==> src/rtl/io_rx_controller.sv <==
// Image SRAM geometry and control bundle shared by the SRAM-side controllers,
// plus the raster-order receive controller that writes the incoming byte stream.
package img_sram_pkg;
    typedef struct packed {
        logic       sense_en;   // active-low read sensing; held inactive by writers
        logic       write_en;
        logic [7:0] row;
        logic [7:0] col;
        logic [7:0] din;
    } img_sram_ctrl_t;
endpackage

// io_rx_controller: accepts one pixel byte per valid/ready transfer and writes
// it to the image SRAM one cycle later, row-major from (0,0).
module io_rx_controller
    import img_sram_pkg::*;
(
    input  logic           clk,
    input  logic           rstn,
    input  logic           en,
    input  logic [7:0]     nrows,
    input  logic [7:0]     ncols,
    input  logic [7:0]     din,
    input  logic           din_valid,
    output logic           din_ready,
    output logic           busy,
    output logic           done,
    output img_sram_ctrl_t sram_ctrl
);

    typedef enum logic [1:0] {
        IDLE  = 2'd0,
        RECV  = 2'd1,
        FLUSH = 2'd2,
        DONE  = 2'd3
    } state_t;

    state_t     state_q, state_d;
    logic [7:0] nrows_q, nrows_d;
    logic [7:0] ncols_q, ncols_d;
    logic [7:0] row_q, row_d;
    logic [7:0] col_q, col_d;
    logic       wr_pend_q, wr_pend_d;
    logic [7:0] wr_row_q, wr_row_d;
    logic [7:0] wr_col_q, wr_col_d;
    logic [7:0] wr_data_q, wr_data_d;

    logic       xfer;
    logic       last_col;
    logic       last_row;

    assign din_ready = (state_q == RECV);
    assign busy      = (state_q != IDLE);
    assign done      = (state_q == DONE);
    assign xfer      = din_valid & din_ready;
    assign last_col  = (col_q == (ncols_q - 8'd1));
    assign last_row  = (row_q == (nrows_q - 8'd1));

    // SRAM port is driven straight from the one-deep write stage
    always_comb begin
        sram_ctrl.sense_en = 1'b1;
        sram_ctrl.write_en = wr_pend_q;
        sram_ctrl.row      = wr_row_q;
        sram_ctrl.col      = wr_col_q;
        sram_ctrl.din      = wr_data_q;
    end

    // Next-state: frame sequencing, raster index advance and write-stage capture
    always_comb begin
        state_d   = state_q;
        nrows_d   = nrows_q;
        ncols_d   = ncols_q;
        row_d     = row_q;
        col_d     = col_q;
        wr_pend_d = xfer;
        wr_row_d  = wr_row_q;
        wr_col_d  = wr_col_q;
        wr_data_d = wr_data_q;
        case (state_q)
            IDLE: begin
                if (en) begin
                    if (nrows != 8'd0 && ncols != 8'd0) begin
                        nrows_d = nrows;
                        ncols_d = ncols;
                        row_d   = 8'd0;
                        col_d   = 8'd0;
                        state_d = RECV;
                    end else begin
                        state_d = DONE;
                    end
                end
            end
            RECV: begin
                if (xfer) begin
                    wr_row_d  = row_q;
                    wr_col_d  = col_q;
                    wr_data_d = din;
                    if (!last_col) begin
                        col_d = col_q + 8'd1;
                    end else if (!last_row) begin
                        col_d = 8'd0;
                        row_d = row_q + 8'd1;
                    end else begin
                        // final pixel: park indices at 0 so they never step past the frame
                        col_d   = 8'd0;
                        row_d   = 8'd0;
                        state_d = FLUSH;
                    end
                end
            end
            FLUSH:   state_d = DONE;
            DONE:    state_d = IDLE;
            default: state_d = IDLE;
        endcase
    end

    // State registers with synchronous active-low reset
    always_ff @(posedge clk) begin
        if (!rstn) begin
            state_q   <= IDLE;
            nrows_q   <= 8'd0;
            ncols_q   <= 8'd0;
            row_q     <= 8'd0;
            col_q     <= 8'd0;
            wr_pend_q <= 1'b0;
            wr_row_q  <= 8'd0;
            wr_col_q  <= 8'd0;
            wr_data_q <= 8'd0;
        end else begin
            state_q   <= state_d;
            nrows_q   <= nrows_d;
            ncols_q   <= ncols_d;
            row_q     <= row_d;
            col_q     <= col_d;
            wr_pend_q <= wr_pend_d;
            wr_row_q  <= wr_row_d;
            wr_col_q  <= wr_col_d;
            wr_data_q <= wr_data_d;
        end
    end

endmodule
==> config.mk <==
export PLATFORM = sky130hd
export DESIGN_NAME = io_rx_controller
export DESIGN_NICKNAME = d
export VERILOG_FILES = /design/src/rtl/io_rx_controller.sv
export SDC_FILE = /design/constraint.sdc
export NUM_CORES = 1
export LEC_CHECK = 0
export BUFFER_PORTS_ARGS = -buffer_cell sky130_fd_sc_hd__buf_4
export CORE_MARGIN = 8
export CORE_UTILIZATION = 51
export CTS_BUF_LIST = sky130_fd_sc_hd__clkbuf_2 sky130_fd_sc_hd__clkbuf_4 sky130_fd_sc_hd__clkbuf_8
export DETAILED_ROUTE_END_ITERATION = 8
export MAX_ROUTING_LAYER = met4
export PLACE_DENSITY = 0.84
export SETUP_SLACK_MARGIN = 0.3
export SYNTH_ARGS = -nofsm -noshare
export SYNTH_HDL_FRONTEND = slang
export SYNTH_SLANG_ARGS = --single-unit
==> constraint.sdc <==
create_clock -name clk -period 2.4 [get_ports clk]
set_input_delay 0.72 -clock clk [delete_from_list [all_inputs] [get_ports clk]]
set_output_delay 0.72 -clock clk [all_outputs]
set_load 0.05 [all_outputs]
==> impl_metrics.py, run 1 <==
metrics = {
    "run_status": {
        "status": "complete, but fails checks",
        "violations": "setup timing",
    },
    "synthesis": {
        "synth_top_area_cell": "dfxtp_1",
        "synth_most_common_cell": "dfxtp_1",
        "syn-num-nets": 370,
        "syn_area_um2": 2861,
        "synth-seq-area-share_pct": 41.28,
        "synth_area_per_cell_um2": 8.567,
        "syn_inst": 334,
        "synth_cell_types": 53,
        "yosysWarnings": 0,
        "yosys_register_bits": 59,
        "synthArstFlopShare_pct": 0,
        "synth_commonest_cells": "59 x dfxtp_1, 55 x nand2_1, 38 x nor2_1, 30 x a21oi_1, 19 x mux2i_1",
        "synth_ff_type": "dfxtp_1",
        "synth_area_leaders": "dfxtp_1 41%, nand2_1 7.2%, mux2i_1 6.6%",
        "synth-edff-count": 0,
        "yosys.area.top_type_share_pct": 41.28,
    },
    "floorplanning": {
        "initial_core_util_pct": 52.29,
        "core-area_um2": 5473,
        "chipWidth_um": 90.91,
        "row_count": 27,
        "ios": 57,
        "die_y_um": 90.91,
        "dieArea_um2": 8264,
    },
    "worst_setup_path": {
        "reg2reg_from": "ncols_q[1]$_SDFFE_PN0P_",
        "r2r_cells": 8,
        "end_kind": "register",
        "r2r_slack_ns": -0.04,
        "cpLargestDelayFamily": "compound AO/OA/AOI/OAI gates",
        "path_cells": "or4_4, and4bb_1, a211oi_2, a2111o_1, a22oi_2, buf_6, o21ai_1, a22o_1",
        "slowest_stage": "or4_4",
        "critPathMaxStageDelay_ns": 0.55,
        "cp_max_fo": 8,
        "start_kind": "register",
        "r2r_end": "row_q[2]$_SDFFE_PN0P_",
        "criticalPathCategory": "reg2reg",
        "critPathBufInv": 1,
        "required_ns": 2.63,
        "worst-endpoint-arrival_ns": 2.67,
    },
    "cts": {
        "clock_path_buffers": 2,
        "cts_tree": "yes",
        "path_clk_slew_ns": 0.07,
        "cts_num_sinks": 59,
        "cts_root_buffer": "clkbuf_8",
        "clk_latency_ns": 0.34,
        "hold_buffers": 0,
        "ctsHtreeMaxLevel": 3,
        "cts_buffers": 9,
    },
    "timing": {
        "fmax_mhz": 409.3,
        "period_needed_ns": 2.443,
        "setup_viol": 6,
        "maxSlewViolCount": 0,
        "fin_skew_ns": 0.01163,
        "whs_ns": 0.4537,
        "grt_setup_unrepaired": "true",
        "period_share_pct": 101.8,
        "hold_violations": 0,
        "setup_ws_ns": -0.04320,
    },
    "placement": {
        "dp_slack_ns": -0.1506,
        "gp_congestion": 0.8241,
        "dp_hpwl_um": 5046,
        "io_buffers": 55,
        "placed_cell_area_um2": 3465,
    },
    "cells_and_area": {
        "antenna_cells": 0,
        "num-nets-final": 443,
        "drive_gt1_share_pct": 29.61,
        "design_area_um2": 3742,
        "area_delta_synth_final_pct": 30.78,
        "utilization_pct": 68.38,
    },
    "routing": {
        "viasPerCell": 5.390,
        "wire_per_inst_um": 14.45,
        "wl_um": 6994,
        "drc": 0,
        "drtAntennaViolNets": 0,
        "vias": 2609,
        "drtIter0Drc": 80,
        "drtPass1Iterations": 4,
    },
    "worst_hold_path": {
        "min_path_cells": 2,
        "hp-class": "reg2reg",
        "worstHoldStart": "wr_col_q[3]$_SDFFE_PN0P_",
        "hold_end": "wr_col_q[3]$_SDFFE_PN0P_",
    },
    "pwr": {
        "p_leak_nw": 1.602,
        "p_total_mw": 3.030,
        "ir_worst_vdd_uv": 414.8,
        "powerDensity_nw_per_um2": 809.8,
    },
    "global_routing": {
        "track_usage_pct": 17.77,
        "grt_max_degree": 43,
        "grt_pass1_vias": 2700,
        "gr-total-overflow": 0,
        "antenna_found_initial": 0,
        "grt_pass1_wl_um": 11910,
    },
    "run": {
        "maxCapViolCount": 0,
    },
}
cells in the final DEF (no fill, tap or decap), types with 5 or more instances in the layout:
| cell type | synthesis | routed |
|---|---|---|
| a21oi_1 | 30 | 30 |
| a22o_1 | 5 | 5 |
| and3_1 | 5 | 5 |
| buf_4 | 4 | 73 |
| clkbuf_8 | 0 | 10 |
| dfxtp_1 | 59 | 54 |
| dfxtp_2 | 0 | 5 |
| ha_1 | 8 | 5 |
| inv_1 | 13 | 11 |
| mux2i_1 | 19 | 19 |
| nand2_1 | 55 | 54 |
| nand4_1 | 5 | 5 |
| nor2_1 | 38 | 35 |
| xnor2_1 | 13 | 13 |
| xor2_1 | 9 | 9 |
worst min-delay path, cell delays in order (launching register included):
cell and delay [ns]:
dfxtp_1 0.31, nand2_1 0.05, a21oi_1 0.05
metrics by stage:
| stage | std cells | setup TNS, ns |
|---|---|---|
| global placement | 466 | -0.1392 |
| global route | 484 | -0.5063 |
| detailed placement | 466 | -0.7422 |
| CTS | 484 | 0 |
| floorplan | 334 | 0 |
| finish | 484 | -0.1160 |
repair_timing:
item                       4_1_cts  5_1_grt
setup buffers                    2        0
resized for setup                5       21
setup endpoints to repair       19       19
pin swaps                        4        7
state kept, by name, summed over array words and instances, names as in the netlist:
name	flops
nrows_q	8
wr_row_q	8
wr_pend_q	1
state_q	2
wr_col_q	8
row_q	8
col_q	8
ncols_q	8
wr_data_q	8
per-layer routing:
| metal | wire [µm] | GRT usage, % | vias up | share of wire (%) |
|---|---|---|---|---|
| met2 | 3718 | 31.30 | 53 | 53 |
| met5 | 0 | - | - | 0 |
| li1 | - | - | 1306 | - |
| met3 | 329 | 5.736 | 9 | 4.7 |
| met1 | 2881 | 17.86 | 1241 | 41 |
| met4 | 64 | 6.958 | 0 | 0.92 |
worst max path at each step:
stage               cells past startpoint  slack [ns]                     to                     from
floorplan                               8        0.11  row_q[4]$_SDFFE_PN0P_  ncols_q[1]$_SDFFE_PN0P_
global route                            8       -0.09  row_q[5]$_SDFFE_PN0P_  ncols_q[1]$_SDFFE_PN0P_
detailed placement                      7       -0.15  row_q[2]$_SDFFE_PN0P_  ncols_q[1]$_SDFFE_PN0P_
global placement                        7       -0.03  row_q[5]$_SDFFE_PN0P_  ncols_q[1]$_SDFFE_PN0P_
CTS                                     8        0.01  row_q[2]$_SDFFE_PN0P_  ncols_q[1]$_SDFFE_PN0P_
finish                                  8       -0.04  row_q[2]$_SDFFE_PN0P_  ncols_q[1]$_SDFFE_PN0P_
where the power goes:
group | total, mW | switching, mW | internal [mW] | leakage (nW)
registers | 1.13 | 0.0760 | 1.05 | 0.481
logic | 0.987 | 0.561 | 0.426 | 1.03
clock network | 0.914 | 0.409 | 0.505 | 0.0905
total | 3.03 | 1.05 | 1.98 | 1.60
cells by family (layout without fill, tap and decap cells):
group | Yosys count | in the layout | synth area share [%]
AND/OR/NAND/NOR | 133 | 133 | 22.30
AO/OA/AOI/OAI | 62 | 62 | 14.04
flip-flops | 59 | 59 | 41.28
buffers and inverters | 28 | 106 | 4.198
XOR/XNOR | 23 | 23 | 7.521
multiplexers | 20 | 20 | 7.040
adder cells (fa/ha/maj) | 8 | 8 | 3.498
other | 1 | 1 | 0.1311
final cells by class:
cell class	instances	area, µm²
fill	462	1730
inverter	14	55.05
clock inverter	6	65.06
clock buffer	10	137.6
timing repair buffer	76	581.8
tap	72	90.09
sequential	59	1187
multi-input combinational	247	1625
(Power assumes the default switching activity.)
==> inputs of run 2 (changes only) <==
--- a/config.mk
+++ b/config.mk
@@ -11,7 +11,8 @@
 export CTS_BUF_LIST = sky130_fd_sc_hd__clkbuf_2 sky130_fd_sc_hd__clkbuf_4 sky130_fd_sc_hd__clkbuf_8
 export DETAILED_ROUTE_END_ITERATION = 8
 export MAX_ROUTING_LAYER = met4
-export PLACE_DENSITY = 0.84
+export PLACE_DENSITY = 0.76
+export REMOVE_ABC_BUFFERS = 1
 export SETUP_SLACK_MARGIN = 0.3
 export SYNTH_ARGS = -nofsm -noshare
 export SYNTH_HDL_FRONTEND = slang
==> impl_metrics.py, run 2 (synthesis gave the netlist of run 1 again) <==
metrics = {
    "run_status": {
        "status": "completed",
    },
    "cts": {
        "cts_tree": "yes",
        "cts_num_sinks": 59,
        "cts_root_buffer": "clkbuf_8",
        "cts_buffers": 9,
        "path_clk_slew_ns": 0.07,
        "clock_path_buffers": 2,
        "clk_latency_ns": 0.33,
        "ctsHtreeMaxLevel": 3,
    },
    "floorplanning": {
        "die_y_um": 90.91,
        "core-area_um2": 5473,
        "chipWidth_um": 90.91,
        "row_count": 27,
        "initial_core_util_pct": 52.29,
        "ios": 57,
        "dieArea_um2": 8264,
    },
    "timing": {
        "period_needed_ns": 2.386,
        "maxSlewViolCount": 0,
        "hold_violations": 0,
        "setup_viol": 0,
        "whs_ns": 0.4548,
        "setup_ws_ns": 0.01372,
        "grt_setup_unrepaired": "true",
        "fin_skew_ns": 0.005656,
        "setup_tns_ns": 0,
        "fmax_mhz": 419.1,
        "period_share_pct": 99.43,
    },
    "routing": {
        "viasPerCell": 5.309,
        "drtAntennaViolNets": 0,
        "drtPass1Iterations": 7,
        "drc": 0,
        "wl_um": 6845,
        "wire_per_inst_um": 14.00,
        "drtIter0Drc": 96,
        "vias": 2596,
    },
    "global_routing": {
        "grt_pass1_wl_um": 11340,
        "grt_pass1_vias": 2531,
        "grt_max_degree": 43,
        "antenna_found_initial": 0,
        "gr-total-overflow": 0,
        "track_usage_pct": 16.90,
    },
    "pwr": {
        "p_total_mw": 2.967,
        "p_leak_nw": 1.637,
        "ir_worst_vdd_uv": 573.8,
        "powerDensity_nw_per_um2": 787.3,
    },
    "worst_setup_path": {
        "required_ns": 2.62,
        "path_cells": "inv_2, ha_4, buf_6, buf_6, xnor2_2, a22oi_2, a22oi_1, a2111o_1, a22oi_2, buf_4, inv_2, mux2_2",
        "slowest_stage": "a2111o_1",
        "cpLargestDelayFamily": "compound AO/OA/AOI/OAI gates",
        "r2r_cells": 12,
        "critPathBufInv": 5,
        "criticalPathCategory": "reg2reg",
        "worst-endpoint-arrival_ns": 2.61,
        "cp.depth": 12,
        "cp_max_fo": 4,
        "critPathMaxStageDelay_ns": 0.44,
        "end_kind": "register",
        "start_kind": "register",
    },
    "cells_and_area": {
        "area_delta_synth_final_pct": 31.70,
        "layout_common_cells": "76 x buf_4, 56 x dfxtp_1, 54 x nand2_1, 37 x nor2_1, 29 x a21oi_1",
        "num-nets-final": 448,
        "final_common_cell": "buf_4",
        "drive_gt1_share_pct": 29.98,
        "antenna_cells": 0,
    },
    "placement": {
        "dp_hpwl_um": 4753,
        "dp_slack_ns": -0.1489,
        "gp_congestion": 0.8069,
        "io_buffers": 55,
    },
    "run": {
        "maxCapViolCount": 0,
    },
    "worst_hold_path": {
        "hp-class": "reg2reg",
        "min_path_cells": 2,
    },
}
[run 2: layer usage]
layer  vias up  GRT usage, %  share of wire, %
li1       1322             -                 -
met1      1217         18.11                43
met2        50         28.68                52
met3         7         4.738               4.2
met4         0         7.094               1.1
met5         -             -                 0
[run 2: worst paths after layout]
path,from,endpoint,slack [ns]
setup reg to reg,ncols_q[1]$_SDFFE_PN0P_,row_q[0]$_SDFFE_PN0P_,0.01
setup / recovery,ncols_q[1]$_SDFFE_PN0P_,row_q[0]$_SDFFE_PN0P_,0.01
hold reg to reg,wr_data_q[3]$_SDFFE_PN0P_,wr_data_q[3]$_SDFFE_PN0P_,0.45
hold / removal,wr_data_q[3]$_SDFFE_PN0P_,wr_data_q[3]$_SDFFE_PN0P_,0.45
[run 2: area by class of cell]
cell class,count,area [µm²]
clock buffers,12,158.9
well taps,72,90.09
fillers,471,1704
clock inverters,4,25.02
inverters,14,52.55
multi-input cells,247,1630
repair buffers,81,626.9
flip-flops and latches,59,1185
[run 2: repair_timing]
item                       in CTS  in global routing
hold buffers                    0                  0
setup buffers                   6                  0
pin swaps                      20                  8
hold endpoints to repair        0                  0
gates resized for setup        16                 17
setup endpoints to repair      19                 19
[run 2: worst register-to-register path, cell delays in order (launching register included)]
cell and delay (ns):
dfxtp_2 0.35, inv_2 0.06, ha_4 0.15, buf_6 0.11
buf_6 0.11, xnor2_2 0.13, a22oi_2 0.17, a22oi_1 0.13
a2111o_1 0.44, a22oi_2 0.18, buf_4 0.17, inv_2 0.04
mux2_2 0.25
[run 2: power breakdown]
group / switching [mW] / leakage (nW) / internal (mW)
clock network: 0.391 / 0.0918 / 0.439
registers: 0.0743 / 0.480 / 1.05
logic: 0.560 / 1.06 / 0.450
[run 2: metrics by stage]
step,instance area (µm²),util [%],std cells
floorplan,2794,-,320
global placement,3447,62.99,467
detailed placement,3447,62.99,467
CTS,3720,67.97,489
global route,3769,68.86,489
finish,3769,68.86,489
